<file path="src/rtl/get_data_pipe_pkg.sv">
// get_data_pipe_pkg: position/symbol codes and decode helpers shared by the
// get_data_pipe ROM fetch slice.
package get_data_pipe_pkg;

   localparam int POS_W = 5;

   // Shared position (action) encoding of the search datapath.
   typedef enum logic [POS_W-1:0] {
      POS_NONE         = 5'd0,
      POS_A_INSERTION  = 5'd1,
      POS_C_INSERTION  = 5'd2,
      POS_G_INSERTION  = 5'd3,
      POS_T_INSERTION  = 5'd4,
      POS_A_DELETION   = 5'd5,
      POS_C_DELETION   = 5'd6,
      POS_G_DELETION   = 5'd7,
      POS_T_DELETION   = 5'd8,
      POS_A_MATCH      = 5'd9,
      POS_C_MATCH      = 5'd10,
      POS_G_MATCH      = 5'd11,
      POS_T_MATCH      = 5'd12,
      POS_A_SNP        = 5'd13,
      POS_C_SNP        = 5'd14,
      POS_G_SNP        = 5'd15,
      POS_T_SNP        = 5'd16,
      POS_STOP_SUCCESS = 5'd17,
      POS_STOP_FAIL    = 5'd18
   } pos_e;

   typedef enum logic [1:0] {SYM_A, SYM_C, SYM_G, SYM_T} sym_e;

   // What a position asks of the ROMs.
   typedef enum logic [1:0] {ACT_READ_D, ACT_INS, ACT_DEL, ACT_IDLE} act_e;

   function automatic act_e pos_act(input logic [POS_W-1:0] pos);
      if (pos == POS_NONE) return ACT_READ_D;
      if (pos >= POS_A_INSERTION && pos <= POS_T_INSERTION) return ACT_INS;
      if (pos >= POS_A_DELETION && pos <= POS_T_DELETION) return ACT_DEL;
      return ACT_IDLE;
   endfunction

   // Symbol carried by an insertion/deletion code (groups of four, A..T).
   function automatic logic [1:0] pos_sym(input logic [POS_W-1:0] pos);
      logic [POS_W-1:0] off;
      off = pos - POS_A_INSERTION;
      return off[1:0];
   endfunction

   // LSB of the count lane for a symbol inside a packed Occ word.
   function automatic int lane_lsb(input logic [1:0] sym, input int cnt_w);
      return int'(sym) * cnt_w;
   endfunction

endpackage

</file>
<file path="src/rtl/get_data_pipe_if.sv">
// get_data_pipe_if: input tuple stream and output tuple+data stream of the
// ROM fetch stage. slave = the fetch stage, master = its environment.
interface get_data_pipe_if #(
   parameter int IDX_W  = 8,
   parameter int ADDR_W = 12,
   parameter int CNT_W  = 8,
   parameter int READ_W = 2
);
   logic              in_valid, in_ready;
   logic [IDX_W-1:0]  i_in, z_in, k_in, l_in;
   logic [ADDR_W-1:0] addr_in;
   logic [4:0]        position_in;

   logic              out_valid, out_ready;
   logic [IDX_W-1:0]  i_out, z_out, k_out, l_out;
   logic [ADDR_W-1:0] addr_out;
   logic [4:0]        position_out;
   logic [CNT_W-1:0]  C_out, data_1_out, data_2_out, d_i_out;
   logic [READ_W-1:0] read_i_out;

   modport slave (
      input  in_valid, i_in, z_in, k_in, l_in, addr_in, position_in, out_ready,
      output in_ready, out_valid, i_out, z_out, k_out, l_out, addr_out, position_out,
      output C_out, data_1_out, data_2_out, d_i_out, read_i_out
   );

   modport master (
      output in_valid, i_in, z_in, k_in, l_in, addr_in, position_in, out_ready,
      input  in_ready, out_valid, i_out, z_out, k_out, l_out, addr_out, position_out,
      input  C_out, data_1_out, data_2_out, d_i_out, read_i_out
   );
endinterface

</file>
<file path="src/rtl/get_data_fifo.sv">
// get_data_fifo: synchronous show-ahead FIFO with occupancy output.
// Read data is forced to zero while empty so downstream never sees stale words.
module get_data_fifo #(
   parameter int W     = 8,
   parameter int DEPTH = 4,
   parameter int CW    = $clog2(DEPTH + 1)
) (
   input  logic          clk,
   input  logic          rst,
   input  logic          push_i,
   input  logic [W-1:0]  din_i,
   input  logic          pop_i,
   output logic [W-1:0]  dout_o,
   output logic [CW-1:0] count_o
);
   localparam int PTR_W = $clog2(DEPTH);

   logic [DEPTH-1:0][W-1:0] mem_q;
   logic [PTR_W-1:0]        wr_q, rd_q;
   logic [CW-1:0]           cnt_q;
   logic                    do_pop;

   assign do_pop = pop_i && (cnt_q != '0);

   // Pointers wrap naturally at the power-of-2 depth; count tells full from empty.
   always_ff @(posedge clk) begin
      if (rst) begin
         wr_q  <= '0;
         rd_q  <= '0;
         cnt_q <= '0;
      end else begin
         if (push_i) wr_q <= wr_q + 1'b1;
         if (do_pop) rd_q <= rd_q + 1'b1;
         case ({push_i, do_pop})
            2'b10:   cnt_q <= cnt_q + 1'b1;
            2'b01:   cnt_q <= cnt_q - 1'b1;
            default: ;
         endcase
      end
   end

   // Storage array, written at the tail.
   always_ff @(posedge clk) begin
      if (push_i) mem_q[wr_q] <= din_i;
   end

   assign dout_o  = (cnt_q != '0) ? mem_q[rd_q] : '0;
   assign count_o = cnt_q;
endmodule

</file>
<file path="src/rtl/get_data_pipe.sv">
// get_data_pipe: issues C/Occ/read_and_D ROM reads for each accepted search
// tuple, carries the tuple alongside the ROM latency and queues tuple+data in
// an output FIFO. Optional macro GET_DATA_K0_GUARD_EN: an insertion with k==0
// reads Occ(-1) as zero instead of the wrapped all-ones address.
module get_data_pipe
   import get_data_pipe_pkg::*;
#(
   parameter int IDX_W      = 8,
   parameter int ADDR_W     = 12,
   parameter int CNT_W      = 8,
   parameter int READ_W     = 2,
   parameter int ROM_LAT    = 1,
   parameter int FIFO_DEPTH = 4
) (
   input  logic                clk,
   input  logic                rst,
   get_data_pipe_if.slave      bus,
   output logic                ce_rom_C,
   output logic [1:0]          addr_rom_C,
   output logic                ce_rom_Occ,
   output logic [IDX_W-1:0]    addr1_rom_Occ,
   output logic [IDX_W-1:0]    addr2_rom_Occ,
   output logic                ce_rom_read_and_D,
   output logic [IDX_W-1:0]    addr_rom_read_and_D,
   input  logic [CNT_W-1:0]    data_C,
   input  logic [4*CNT_W-1:0]  data_1,
   input  logic [4*CNT_W-1:0]  data_2,
   input  logic [CNT_W-1:0]    d_i,
   input  logic [READ_W-1:0]   read_i
);
   localparam int TUP_W = 4*IDX_W + ADDR_W + POS_W;
   localparam int ENT_W = TUP_W + 4*CNT_W + READ_W;
   localparam int CRD_W = $clog2(FIFO_DEPTH + 1);
   localparam int FCW   = $clog2(FIFO_DEPTH + 1);

   logic             fire, pop;
   act_e             in_act;
   logic [1:0]       in_sym;
   logic [IDX_W-1:0] k_prev;
   logic [CRD_W-1:0] crd_q, crd_d;

   assign in_act       = pos_act(bus.position_in);
   assign in_sym       = pos_sym(bus.position_in);
   // Credits cover both the ROM pipe and the FIFO, so the FIFO can never overflow.
   assign bus.in_ready = !rst && (crd_q < CRD_W'(FIFO_DEPTH));
   assign fire         = bus.in_valid && bus.in_ready;

`ifdef GET_DATA_K0_GUARD_EN
   assign k_prev = (bus.k_in == '0) ? '0 : bus.k_in - 1'b1;
`else
   assign k_prev = bus.k_in - 1'b1;
`endif

   // ROM request decode; everything idles at zero unless a tuple fires.
   always_comb begin
      ce_rom_C            = 1'b0;
      addr_rom_C          = '0;
      ce_rom_Occ          = 1'b0;
      addr1_rom_Occ       = '0;
      addr2_rom_Occ       = '0;
      ce_rom_read_and_D   = 1'b0;
      addr_rom_read_and_D = '0;
      if (fire) begin
         unique case (in_act)
            ACT_INS: begin
               ce_rom_C      = 1'b1;
               addr_rom_C    = in_sym;
               ce_rom_Occ    = 1'b1;
               addr1_rom_Occ = k_prev;
               addr2_rom_Occ = bus.l_in;
            end
            ACT_READ_D, ACT_DEL: begin
               ce_rom_read_and_D   = 1'b1;
               addr_rom_read_and_D = bus.i_in;
            end
            default: ;
         endcase
      end
   end

   logic [ROM_LAT-1:0]            vld_q;
   logic [ROM_LAT-1:0][TUP_W-1:0] tup_q;

   // Valid shift pipe; cleared by reset so ROM data for flushed tuples is dropped.
   always_ff @(posedge clk) begin
      if (rst) vld_q <= '0;
      else begin
         vld_q[0] <= fire;
         for (int s = 1; s < ROM_LAT; s++) vld_q[s] <= vld_q[s-1];
      end
   end

   // Tuple payload travels beside the valids, matching the ROM latency.
   always_ff @(posedge clk) begin
      tup_q[0] <= {bus.i_in, bus.z_in, bus.k_in, bus.l_in, bus.addr_in, bus.position_in};
      for (int s = 1; s < ROM_LAT; s++) tup_q[s] <= tup_q[s-1];
   end

   logic [IDX_W-1:0]  t_i, t_z, t_k, t_l;
   logic [ADDR_W-1:0] t_addr;
   logic [POS_W-1:0]  t_pos;
   logic [CNT_W-1:0]  f_c, f_d1, f_d2, f_di;
   logic [READ_W-1:0] f_rd;

   assign {t_i, t_z, t_k, t_l, t_addr, t_pos} = tup_q[ROM_LAT-1];

   // Keep only the fields the position asked for; the rest are zero.
   always_comb begin
      f_c  = '0;
      f_d1 = '0;
      f_d2 = '0;
      f_di = '0;
      f_rd = '0;
      unique case (pos_act(t_pos))
         ACT_READ_D: f_di = d_i;
         ACT_INS: begin
            f_c  = data_C;
            f_d1 = data_1[lane_lsb(pos_sym(t_pos), CNT_W) +: CNT_W];
            f_d2 = data_2[lane_lsb(pos_sym(t_pos), CNT_W) +: CNT_W];
`ifdef GET_DATA_K0_GUARD_EN
            if (t_k == '0) f_d1 = '0;
`endif
         end
         ACT_DEL: f_rd = read_i;
         default: ;
      endcase
   end

   logic [ENT_W-1:0] fifo_dout;
   logic [FCW-1:0]   fifo_cnt;

   get_data_fifo #(.W(ENT_W), .DEPTH(FIFO_DEPTH), .CW(FCW)) u_fifo (
      .clk     (clk),
      .rst     (rst),
      .push_i  (vld_q[ROM_LAT-1]),
      .din_i   ({tup_q[ROM_LAT-1], f_c, f_d1, f_d2, f_di, f_rd}),
      .pop_i   (pop),
      .dout_o  (fifo_dout),
      .count_o (fifo_cnt)
   );

   assign bus.out_valid = (fifo_cnt != '0);
   assign pop           = bus.out_valid && bus.out_ready;
   assign {bus.i_out, bus.z_out, bus.k_out, bus.l_out, bus.addr_out, bus.position_out,
           bus.C_out, bus.data_1_out, bus.data_2_out, bus.d_i_out, bus.read_i_out} = fifo_dout;

   // Credit next-state: one per accepted tuple, returned on output pop.
   always_comb begin
      crd_d = crd_q;
      case ({fire, pop})
         2'b10:   crd_d = crd_q + 1'b1;
         2'b01:   crd_d = crd_q - 1'b1;
         default: ;
      endcase
   end

   // Credit register.
   always_ff @(posedge clk) begin
      if (rst) crd_q <= '0;
      else     crd_q <= crd_d;
   end
endmodule

</file>
<file path="src/flat_wrapper.sv">
// flat-port wrapper written by rule: the top's interface ports become plain ports
module get_data_pipe_flat import get_data_pipe_pkg::*;
#(
   parameter int IDX_W      = 8,
   parameter int ADDR_W     = 12,
   parameter int CNT_W      = 8,
   parameter int READ_W     = 2,
   parameter int ROM_LAT    = 1,
   parameter int FIFO_DEPTH = 4
)
  (clk, rst, ce_rom_C, addr_rom_C, ce_rom_Occ, addr1_rom_Occ, addr2_rom_Occ, ce_rom_read_and_D, addr_rom_read_and_D, data_C, data_1, data_2, d_i, read_i, bus_in_valid, bus_i_in, bus_z_in, bus_k_in, bus_l_in, bus_addr_in, bus_position_in, bus_out_ready, bus_in_ready, bus_out_valid, bus_i_out, bus_z_out, bus_k_out, bus_l_out, bus_addr_out, bus_position_out, bus_C_out, bus_data_1_out, bus_data_2_out, bus_d_i_out, bus_read_i_out);
  get_data_pipe_if #(.IDX_W(IDX_W), .ADDR_W(ADDR_W), .CNT_W(CNT_W), .READ_W(READ_W)) bus_i ();
  input  logic clk;
  input  logic rst;
  output logic ce_rom_C;
  output logic [1:0] addr_rom_C;
  output logic ce_rom_Occ;
  output logic [IDX_W-1:0] addr1_rom_Occ;
  output logic [IDX_W-1:0] addr2_rom_Occ;
  output logic ce_rom_read_and_D;
  output logic [IDX_W-1:0] addr_rom_read_and_D;
  input  logic [CNT_W-1:0] data_C;
  input  logic [4*CNT_W-1:0] data_1;
  input  logic [4*CNT_W-1:0] data_2;
  input  logic [CNT_W-1:0] d_i;
  input  logic [READ_W-1:0] read_i;
  input wire logic [$bits(bus_i.in_valid)-1:0] bus_in_valid;
  input wire logic [$bits(bus_i.i_in)-1:0] bus_i_in;
  input wire logic [$bits(bus_i.z_in)-1:0] bus_z_in;
  input wire logic [$bits(bus_i.k_in)-1:0] bus_k_in;
  input wire logic [$bits(bus_i.l_in)-1:0] bus_l_in;
  input wire logic [$bits(bus_i.addr_in)-1:0] bus_addr_in;
  input wire logic [$bits(bus_i.position_in)-1:0] bus_position_in;
  input wire logic [$bits(bus_i.out_ready)-1:0] bus_out_ready;
  output wire logic [$bits(bus_i.in_ready)-1:0] bus_in_ready;
  output wire logic [$bits(bus_i.out_valid)-1:0] bus_out_valid;
  output wire logic [$bits(bus_i.i_out)-1:0] bus_i_out;
  output wire logic [$bits(bus_i.z_out)-1:0] bus_z_out;
  output wire logic [$bits(bus_i.k_out)-1:0] bus_k_out;
  output wire logic [$bits(bus_i.l_out)-1:0] bus_l_out;
  output wire logic [$bits(bus_i.addr_out)-1:0] bus_addr_out;
  output wire logic [$bits(bus_i.position_out)-1:0] bus_position_out;
  output wire logic [$bits(bus_i.C_out)-1:0] bus_C_out;
  output wire logic [$bits(bus_i.data_1_out)-1:0] bus_data_1_out;
  output wire logic [$bits(bus_i.data_2_out)-1:0] bus_data_2_out;
  output wire logic [$bits(bus_i.d_i_out)-1:0] bus_d_i_out;
  output wire logic [$bits(bus_i.read_i_out)-1:0] bus_read_i_out;
  assign bus_i.in_valid = bus_in_valid;
  assign bus_i.i_in = bus_i_in;
  assign bus_i.z_in = bus_z_in;
  assign bus_i.k_in = bus_k_in;
  assign bus_i.l_in = bus_l_in;
  assign bus_i.addr_in = bus_addr_in;
  assign bus_i.position_in = bus_position_in;
  assign bus_i.out_ready = bus_out_ready;
  assign bus_in_ready = bus_i.in_ready;
  assign bus_out_valid = bus_i.out_valid;
  assign bus_i_out = bus_i.i_out;
  assign bus_z_out = bus_i.z_out;
  assign bus_k_out = bus_i.k_out;
  assign bus_l_out = bus_i.l_out;
  assign bus_addr_out = bus_i.addr_out;
  assign bus_position_out = bus_i.position_out;
  assign bus_C_out = bus_i.C_out;
  assign bus_data_1_out = bus_i.data_1_out;
  assign bus_data_2_out = bus_i.data_2_out;
  assign bus_d_i_out = bus_i.d_i_out;
  assign bus_read_i_out = bus_i.read_i_out;
  get_data_pipe #(.IDX_W(IDX_W), .ADDR_W(ADDR_W), .CNT_W(CNT_W), .READ_W(READ_W), .ROM_LAT(ROM_LAT), .FIFO_DEPTH(FIFO_DEPTH)) u_core (.clk(clk), .rst(rst), .bus(bus_i), .ce_rom_C(ce_rom_C), .addr_rom_C(addr_rom_C), .ce_rom_Occ(ce_rom_Occ), .addr1_rom_Occ(addr1_rom_Occ), .addr2_rom_Occ(addr2_rom_Occ), .ce_rom_read_and_D(ce_rom_read_and_D), .addr_rom_read_and_D(addr_rom_read_and_D), .data_C(data_C), .data_1(data_1), .data_2(data_2), .d_i(d_i), .read_i(read_i));
endmodule
</file>
<file path="config.mk">
export PLATFORM = sky130hd
export DESIGN_NAME = get_data_pipe_flat
export DESIGN_NICKNAME = d
export VERILOG_FILES = /design/src/rtl/get_data_pipe_pkg.sv /design/src/rtl/get_data_pipe_if.sv /design/src/rtl/get_data_fifo.sv /design/src/rtl/get_data_pipe.sv /design/src/flat_wrapper.sv
export SDC_FILE = /design/constraint.sdc
export NUM_CORES = 1
export LEC_CHECK = 0
export BUFFER_PORTS_ARGS = -buffer_cell sky130_fd_sc_hd__buf_2
export CORE_AREA = 2 2 199 201
export DETAILED_ROUTE_END_ITERATION = 8
export DIE_AREA = 0 0 201 203
export PLACE_DENSITY_LB_ADDON = 0.12
export SLEW_MARGIN = 20
export SYNTH_ARGS = -nofsm -noshare
export SYNTH_HDL_FRONTEND = slang
export SYNTH_SLANG_ARGS = --single-unit
</file>
<file path="constraint.sdc">
create_clock -name clk -period 4 [get_ports clk]
set_input_delay 0.2 -clock clk [delete_from_list [all_inputs] [get_ports clk]]
set_output_delay 0.2 -clock clk [all_outputs]
set_load 0.05 [all_outputs]
</file>
==> out/metrics.csv, run 1 <==
metric;value;unit
synth_area_leaders;edfxtp_1 65%, mux4_2 14%, dfxtp_1 7.9%, and2_1 3.6%, mux4_1 1.0%;
place_hpwl;19700;µm
fin_skew;23.4;ps
endpoint;addr1_rom_Occ[5];
dieArea;40800;µm²
path_common_cell;buf_2;
min_path_type;primary input to flop;
layout.cells.non_filler;1645;
synth-xor-area-share;0.517;%
synth.top_cell.area_share;65.4;%
clock_path_buffers;3;
async_flop_share;0;%
grt_max_degree;54;
coreArea;38500;µm²
ctsResizeCount;0;
synthAdderAreaFrac;1.17;%
htreeDepth;2;
cts_tree;built;
top_layer;met5;
synth_compound_area_share;1.36;%
grt_util_all_layers;16.5;%
overflow;0;
critPathMaxFanout;18;
vias;8062;
fin_tns_setup;0;ps
wl_met1;14600;µm
cap_viol_max_count;0;
p_leak;6.92;nW
worst_pin_slew;1050;ps
pwr_density_cell;661;nW/µm²
cp_num_cells;8;
routed_via_density;4.90;
path_class;primary input to output port;
fmax;0.337;GHz
slew_viol_final;0;
yosys.area_share.simple;6.87;%
reg2reg_slack;1400;ps
clock_latency;540;ps
synthMuxAreaShare;14.9;%
gp_congestion;0.745;
final.min_clock_period;2970;ps
crit_chain;dlygate4sd3_1, buf_2, nor2_1, nand2_1, clkinv_1, o2111ai_1, a21oi_1, buf_2;
cts_setup_buffers;0;
start_kind;primary input;
ant_nets;0;
die_h;203;µm
io_pins;249;
endpoint_kind;output port;
rr_worst_depth;6;
cpMaxStageDelayCell;o2111ai_1;
syn_area;15200;µm²
cp_num_buf_inv;4;
r2r-start;u_core.tup_q[0]$_DFF_P_;
grt_pass1_vias;8609;
rsz0062_at_grt;no;
synth-edff-count;332;
wl;33000;µm
max_stage_delay;610;ps
fillers;3226;
cp_data_arrival_time;2770;ps
diodes;0;
avgSynthCellArea;19.4;µm²
ys.flop_type;edfxtp_1;
peakVddDrop;0.354;mV
crit_required;3800;ps
startpoint;rst;
drt_drc_violations_left;0;
die_w;201;µm
hold_viol_final;0;
initialDrtViolationCount;479;
crit_family;buffers and inverters;
cts.clk_slew.worst_paths;50;ps
wl_met2;16100;µm
ys_types;45;
fp-row-count;72;
outcome;completed;
ys_ff_latch;392;
port_buffers;248;
syn_to_final_growth;23.8;%
syn_inst;785;
period_share;74.2;%
synth_top_family_by_area;multiplexers;
dp.cells;1523;
yosys_warnings;0;
grt_first_pass_wirelength;50800;µm
yosys.area.top_type;edfxtp_1;
setup_viol;0;
max_slew_margin;29.9;%
syn_nets;933;
cts_root_buf;clkbuf_16;
route.met3.wl;1520;µm
start_util;39.6;%
antenna_found_initial;2;
cts-hold-fix-buffers;50;
cts_sinks;392;
ys_seq_area_share;73.3;%
nNetsFinal;1246;
numCtsBuffers;41;
r2r_end;u_core.u_fifo.mem_q[176]$_DFFE_PP_;
wl_per_cell;20.1;µm
first_pass_iters;4;
final_layout_size_suffix_gt1_share;37.4;%
-- per-stage QoR --
stage / util, % / hold WS (ps) / power [mW] / instance area [µm²] / worst slack [ps]
after floorplan: - / 228 / 7.95 / 15200 / 950
after detailed placement: 44.5 / 304 / 9.04 / 17100 / 1410
after global placement: 44.5 / 302 / 9.05 / 17100 / 1490
after global routing: 49.1 / 42.5 / 13.0 / 18900 / 752
after CTS: 49.1 / 30.5 / 12.7 / 18900 / 942
final: 49.1 / 55.7 / 12.5 / 18900 / 1030
-- sequential cells by signal, indices dropped and copies added, names as in the netlist --
signal	cells
u_core.vld_q	1
u_core.u_fifo.rd_q	2
u_core.tup_q	49
u_core.u_fifo.mem_q	332
u_core.u_fifo.count_o	3
u_core.u_fifo.wr_q	2
u_core.crd_q	3
-- report_power, final --
part / total [mW] / switching (mW) / internal, mW
Sequential: 4.79 / 0.167 / 4.62
Clock: 3.58 / 1.47 / 2.11
Combinational: 4.11 / 2.80 / 1.31
Total: 12.5 / 4.44 / 8.04
-- worst min-delay path, stage by stage --
cell and delay, ps:
buf_2 90, inv_1 50, nor2_1 60
-- placed cells by master (no fill, tap or decap), types with 6 or more instances in the layout --
cell,Yosys,routed
edfxtp_1,332,332
buf_2,6,248
mux4_2,93,93
and2_1,87,83
dfxtp_1,60,58
dlygate4sd3_1,0,50
clkbuf_16,0,41
nor2_1,25,25
inv_1,24,24
and3_1,16,16
nor2b_1,11,11
ha_1,11,11
clkbuf_1,19,11
nand2_1,9,9
a211oi_1,9,9
a21oi_1,9,9
or3_1,7,6
clkinv_1,1,6
mux4_1,6,6
xor2_1,6,6
clkinv_2,0,6
buf_12,0,6
-- worst min path at each step --
stage,startpoint,endpoint,depth (start not counted)
floorplan,bus_position_in[0],u_core.tup_q[0]$_DFF_P_,0
global placement,bus_addr_in[5],u_core.tup_q[10]$_DFF_P_,1
detailed placement,bus_z_in[5],u_core.tup_q[38]$_DFF_P_,1
CTS,data_C[6],u_core.u_fifo.mem_q[115]$_DFFE_PP_,3
global route,data_C[0],u_core.u_fifo.mem_q[26]$_DFFE_PP_,3
finish,data_C[0],u_core.u_fifo.mem_q[26]$_DFFE_PP_,3
-- synth_stat cells, types with 2 or more instances --
cell type / count
edfxtp_1: 332
mux4_2: 93
and2_1: 87
dfxtp_1: 60
nor2_1: 25
inv_1: 24
clkbuf_1: 19
and3_1: 16
ha_1: 11
nor2b_1: 11
a211oi_1: 9
a21oi_1: 9
nand2_1: 9
or3_1: 7
buf_2: 6
buf_4: 6
mux4_1: 6
xor2_1: 6
buf_1: 5
and2b_1: 4
o21ai_0: 4
nor3b_1: 3
xnor2_1: 3
buf_6: 2
fa_1: 2
mux2i_1: 2
nand2b_1: 2
nor2b_4: 2
o31a_1: 2
o31ai_1: 2
or2_2: 2
-- kinds of logic (layout without fill, tap and decap cells) --
family,count (synthesis),count (layout)
AND/OR/NAND/NOR,175,175
buffers and inverters,64,406
XOR/XNOR,9,9
adder cells (fa/ha/maj),13,13
multiplexers,101,101
flip-flops,392,392
AO/OA/AOI/OAI,31,31
-- routing by layer --
metal,vias to the layer above,GRT usage (%)
met5,-,0
met4,4,4.92
li1,3698,-
met3,50,3.31
met1,4094,21.8
met2,216,27.6
-- layout make-up --
| cell class | instances | area [µm²] | area share, % |
|---|---|---|---|
| repair buffers | 309 | 1900 | 10.1 |
| multi-input cells | 329 | 3790 | 20.1 |
| well taps | 518 | 648 | 3.43 |
| flip-flops and latches | 392 | 11200 | 59.2 |
| inverters | 25 | 93.8 | 0.497 |
| clock inverters | 15 | 125 | 0.663 |
| clock buffers | 57 | 1140 | 6.02 |
(Power assumes the default switching activity.)
==> run 2: changes to the inputs <==
Clock period 4 ns to 2.95 ns, I/O delays scaled along.
==> run 2 against run 1 <==
Routed wire length is 1.2% lower. Sequential power is 34% higher. Combinational power up 38%. Worst setup slack got worse by 800 ps. Design area rose by 1.5%. Worst hold slack got worse by 26 ps. Core utilization up 0.72 points.
==> out/metrics.csv, run 2 (synthesis results as in run 1) <==
metric;value;unit
layout_commonest_cell;edfxtp_1;
drt_drc_violations_left;0;
final_cell_mix;332 x edfxtp_1, 248 x buf_2, 93 x mux4_2;
place_hpwl;20200;µm
period_share;92.2;%
overflow;0;
endpoint_kind;output port;
crit_family;buffers and inverters;
wl_per_cell;19.5;µm
io_pins;249;
cp_num_buf_inv;3;
cts_tree;built;
fillers;3244;
outcome;completed;
worst_pin_slew;715;ps
cts_sinks;392;
grt_util_all_layers;16.1;%
fp-row-count;72;
start_util;39.6;%
worst_slack;231;ps
min_from;d_i[1];
path_common_cell;buf_2;
first_pass_iters;4;
nNetsFinal;1271;
multi_input_area;3800;µm²
largest_reg_flops;332;
rr_worst_depth;6;
die_h;203;µm
start_kind;primary input;
cts.clk_slew.worst_paths;60;ps
peakVddDrop;0.397;mV
grt_max_degree;48;
vias;8148;
pwr_density_cell;889;nW/µm²
hold-path-cell-count;2;
fin_tns_setup;0;ps
r2r_end;u_core.u_fifo.mem_q[273]$_DFFE_PP_;
crit_chain;dlygate4sd3_1, buf_2, ha_1, or3_1, o211a_1, a211oi_1, buf_2;
r2r-start;u_core.tup_q[1]$_DFF_P_;
max_slew_margin;52.3;%
dieArea;40800;µm²
cp_data_arrival_time;2570;ps
htreeDepth;2;
wl;32600;µm
cts_setup_buffers;0;
die_w;201;µm
max_stage_delay;530;ps
min_path_type;primary input to flop;
final_layout_size_suffix_gt1_share;38.1;%
path_class;primary input to output port;
slew_viol_final;0;
post-place-ws;691;ps
reg2reg_slack;680;ps
rsz0062_at_grt;no;
gp_congestion;0.698;
clock_path_buffers;3;
critPathMaxFanout;17;
regMostFlops;u_core.u_fifo.mem_q;
setup_viol;0;
cap_viol_max_count;0;
ant_nets;0;
grt_first_pass_wirelength;50300;µm
routed_via_density;4.87;
holdPathEnd;u_core.u_fifo.mem_q[169]$_DFFE_PP_;
coreArea;38500;µm²
port_buffers;248;
hold_viol_final;0;
cts_root_buf;clkbuf_16;
regArea;11200;µm²
fin_skew;10.6;ps
grt_pass1_vias;8686;
crit_required;2800;ps
antenna_found_initial;1;
initialDrtViolationCount;425;
fmax;0.368;GHz
p_leak;7.07;nW
cpMaxStageDelayCell;dlygate4sd3_1;
reg_top3;u_core.u_fifo.mem_q: 332 flops, u_core.tup_q: 49 flops;
syn_to_final_growth;25.6;%
diodes;0;
final.min_clock_period;2720;ps
numCtsBuffers;41;
clock_latency;530;ps
## run 2: changes by cell type in the layout (fill, tap and decap cells not counted), moves of 2 or more
cell / delta
clkbuf_8: -3
buf_4: +14
dlygate4sd3_1: +9
buf_12: +2
clkinv_2: +2
clkinv_1: +2
## run 2: through the flow
stage               util, %  cell area (µm²)  total power [mW]  cells  hold WS (ps)
finish                 49.8            19200              17.0   1672          30.0
global placement       44.9            17300              12.3   1539           250
global route           49.8            19200              17.8   1672          12.2
CTS                    49.8            19200              17.3   1672          3.06
detailed placement     44.9            17300              12.3   1539           251
floorplan                 -            15300              10.8    785           175
## run 2: where the power goes
group / switching (mW) / internal (mW) / total, mW / leakage, nW
sequential: 0.174 / 6.27 / 6.44 / 3.56
combinational: 3.82 / 1.84 / 5.66 / 2.87
clock: 2.00 / 2.92 / 4.93 / 0.635
total: 5.99 / 11.0 / 17.0 / 7.07
## run 2: final cells by class
class | instances | share of cell area [%]
inverter | 25 | 0.490
clock inverter | 20 | 0.941
multi-input combinational | 329 | 19.8
clock buffer | 54 | 5.83
timing repair buffer | 334 | 11.1
sequential | 392 | 58.4
tap | 518 | 3.38
## run 2: what timing repair did
action | CTS | global route
endpoints found under the setup margin | 0 | 0
endpoints found under the hold margin | 95 | 0
resized for setup | 0 | 0
hold buffers | 59 | 0
## run 2: worst max-delay path by stage
| stage | start | endpoint | cells past startpoint |
|---|---|---|---|
| 2_1_floorplan | u_core.u_fifo.wr_q[0]$_SDFFE_PP0P_ | u_core.u_fifo.mem_q[0]$_DFFE_PP_ | 3 |
| 3_3_place_gp | u_core.tup_q[1]$_DFF_P_ | u_core.u_fifo.mem_q[18]$_DFFE_PP_ | 6 |
| 3_5_place_dp | u_core.tup_q[1]$_DFF_P_ | u_core.u_fifo.mem_q[270]$_DFFE_PP_ | 6 |
| 4_1_cts | bus_position_in[1] | addr_rom_read_and_D[3] | 8 |
| 5_1_grt | bus_position_in[1] | addr_rom_read_and_D[1] | 8 |
| 6_report | bus_position_in[0] | addr_rom_read_and_D[5] | 7 |
## run 2: per-layer routing
metal  up-vias  part of all wire (%)  GRT usage, %  wire length, µm
met4         2                   1.9          4.39              620
met2       224                    49          27.3            15900
met3        47                   5.2          3.15             1690
met1      4117                    44          21.3            14400
met5         -                 0.040             0               13
li1       3758                     -             -                -
==> run 3: changes to the inputs <==
Settings changed: CORE_AREA 2 2 199 201 to 2 2 178 224, DIE_AREA 0 0 201 203 to 0 0 180 226, PLACE_DENSITY_LB_ADDON 0.12 to default.
==> run 3 against run 2 <==
Clock skew rose by 7.7 ps. Die area fell by 0.30%. Power rose by 1.1%. Clock power rose by 4%. Critical endpoint is now ce_rom_C. Largest power group unchanged.
==> out/metrics.csv, run 3 (synthesis results as in run 1) <==
metric;value;unit
cts_root_buf;clkbuf_16;
routed_via_density;4.97;
cts_sinks;392;
fin_skew;18.3;ps
grt_util_all_layers;16.1;%
antenna_found_initial;0;
largest_reg_flops;332;
power_frac_comb;33.0;%
clock_path_buffers;3;
r2r_end;u_core.u_fifo.mem_q[178]$_DFFE_PP_;
regArea;11200;µm²
crit_required;2800;ps
htreeDepth;2;
switching_power;6.01;mW
fmax;0.368;GHz
seqPwrFrac;37.2;%
hold-path-cell-count;3;
rr_worst_depth;5;
peakVddDrop;0.671;mV
cap_viol_max_count;0;
ctsResizeCount;0;
p_leak;7.05;nW
diodes;0;
wl;33000;µm
start_kind;primary input;
layout.cells.non_filler;1644;
cts_setup_buffers;0;
coreArea;38600;µm²
min_path_type;primary input to flop;
endpoint_kind;output port;
drt_drc_violations_left;0;
cts.clk_slew.worst_paths;60;ps
reg2reg_slack;640;ps
max_slew_margin;43.1;%
start_util;39.5;%
power;17.2;mW
vias;8166;
outcome;completed;
hold_viol_final;0;
clock_power_share;29.8;%
ant_nets;0;
syn_to_final_growth;25.3;%
top_layer;met4;
io_pins;249;
nNetsFinal;1265;
rsz0062_at_grt;no;
regMostFlops;u_core.u_fifo.mem_q;
grt_first_pass_wirelength;49900;µm
r2r-start;u_core.tup_q[1]$_DFF_P_;
overflow;0;
initialDrtViolationCount;497;
dp.cells;1517;
period_share;92.2;%
wl_met2;16900;µm
fp-row-count;81;
grt_max_degree;64;
place_hpwl;20200;µm
route.met3.wl;1780;µm
port_buffers;248;
path_class;primary input to output port;
post-place-ws;689;ps
reg_top3;u_core.u_fifo.mem_q: 332 flops, u_core.tup_q: 49 flops;
pwr_density_cell;901;nW/µm²
power.internal;11.2;mW
setup_viol;0;
clock_latency;530;ps
critPathMaxFanout;11;
slew_viol_final;0;
fillers;3195;
die_w;180;µm
layout_commonest_cell;edfxtp_1;
worst_slack;229;ps
grt_pass1_vias;8587;
multi_input_area;3800;µm²
die_h;226;µm
first_pass_iters;5;
dieArea;40700;µm²
numCtsBuffers;39;
fin_tns_setup;0;ps
cts_tree;built;
p_sw_share;34.9;%
cp_data_arrival_time;2570;ps
wl_per_cell;20.1;µm
final_cell_mix;332 x edfxtp_1, 248 x buf_2, 93 x mux4_2;
cts-hold-fix-buffers;57;
gp_congestion;0.703;
wl_met1;13600;µm
final.min_clock_period;2720;ps
final_layout_size_suffix_gt1_share;38.0;%
min_from;data_C[4];
holdPathEnd;u_core.u_fifo.mem_q[279]$_DFFE_PP_;
worst_pin_slew;852;ps
[run 3: final cells by class]
| class | instances | area share, % |
|---|---|---|
| flip-flops and latches | 392 | 58.5 |
| multi-input cells | 329 | 19.9 |
| repair buffers | 330 | 10.9 |
| clock buffers | 54 | 5.78 |
| well taps | 498 | 3.26 |
| clock inverters | 16 | 1.20 |
| inverters | 25 | 0.491 |
[run 3: power groups by stage]
stage | clock network (mW) | logic (mW) | registers (mW)
floorplan | 0 | 4.32 | 6.47
global placement | 0 | 5.74 | 6.51
detailed placement | 0 | 5.75 | 6.52
CTS | 5.23 | 5.82 | 6.41
global route | 5.45 | 6.08 | 6.43
finish | 5.12 | 5.69 | 6.40
[run 3: worst max-delay path by stage]
stage	slack [ps]	start	endpoint
global route	20	bus_position_in[1]	ce_rom_C
CTS	190	bus_position_in[1]	ce_rom_Occ
global placement	710	u_core.tup_q[1]$_DFF_P_	u_core.u_fifo.mem_q[18]$_DFFE_PP_
finish	230	bus_position_in[1]	ce_rom_C
detailed placement	690	u_core.tup_q[1]$_DFF_P_	u_core.u_fifo.mem_q[191]$_DFFE_PP_
floorplan	30	u_core.u_fifo.wr_q[0]$_SDFFE_PP0P_	u_core.u_fifo.mem_q[0]$_DFFE_PP_
[run 3: metrics by stage]
step,utilization [%],cell area (µm²),hold slack [ps]
after detailed placement,44.6,17200,251
after global placement,44.6,17200,249
after CTS,49.5,19100,2.65
final,49.5,19100,27.7
after floorplan,-,15300,175
after global routing,49.5,19100,30.9
[run 3: critical path, cell delays in order]
cell and delay (ps):
dlygate4sd3_1 550, buf_2 170, inv_1 70, ha_1 160, or3_1 350, o2111ai_1 730
inv_1 140, buf_2 260
[run 3: metal layers]
metal	vias up	track usage (%)
met5	-	0
met4	0	4.56
met3	43	3.16
met2	245	28.7
met1	4131	20.1
li1	3747	-
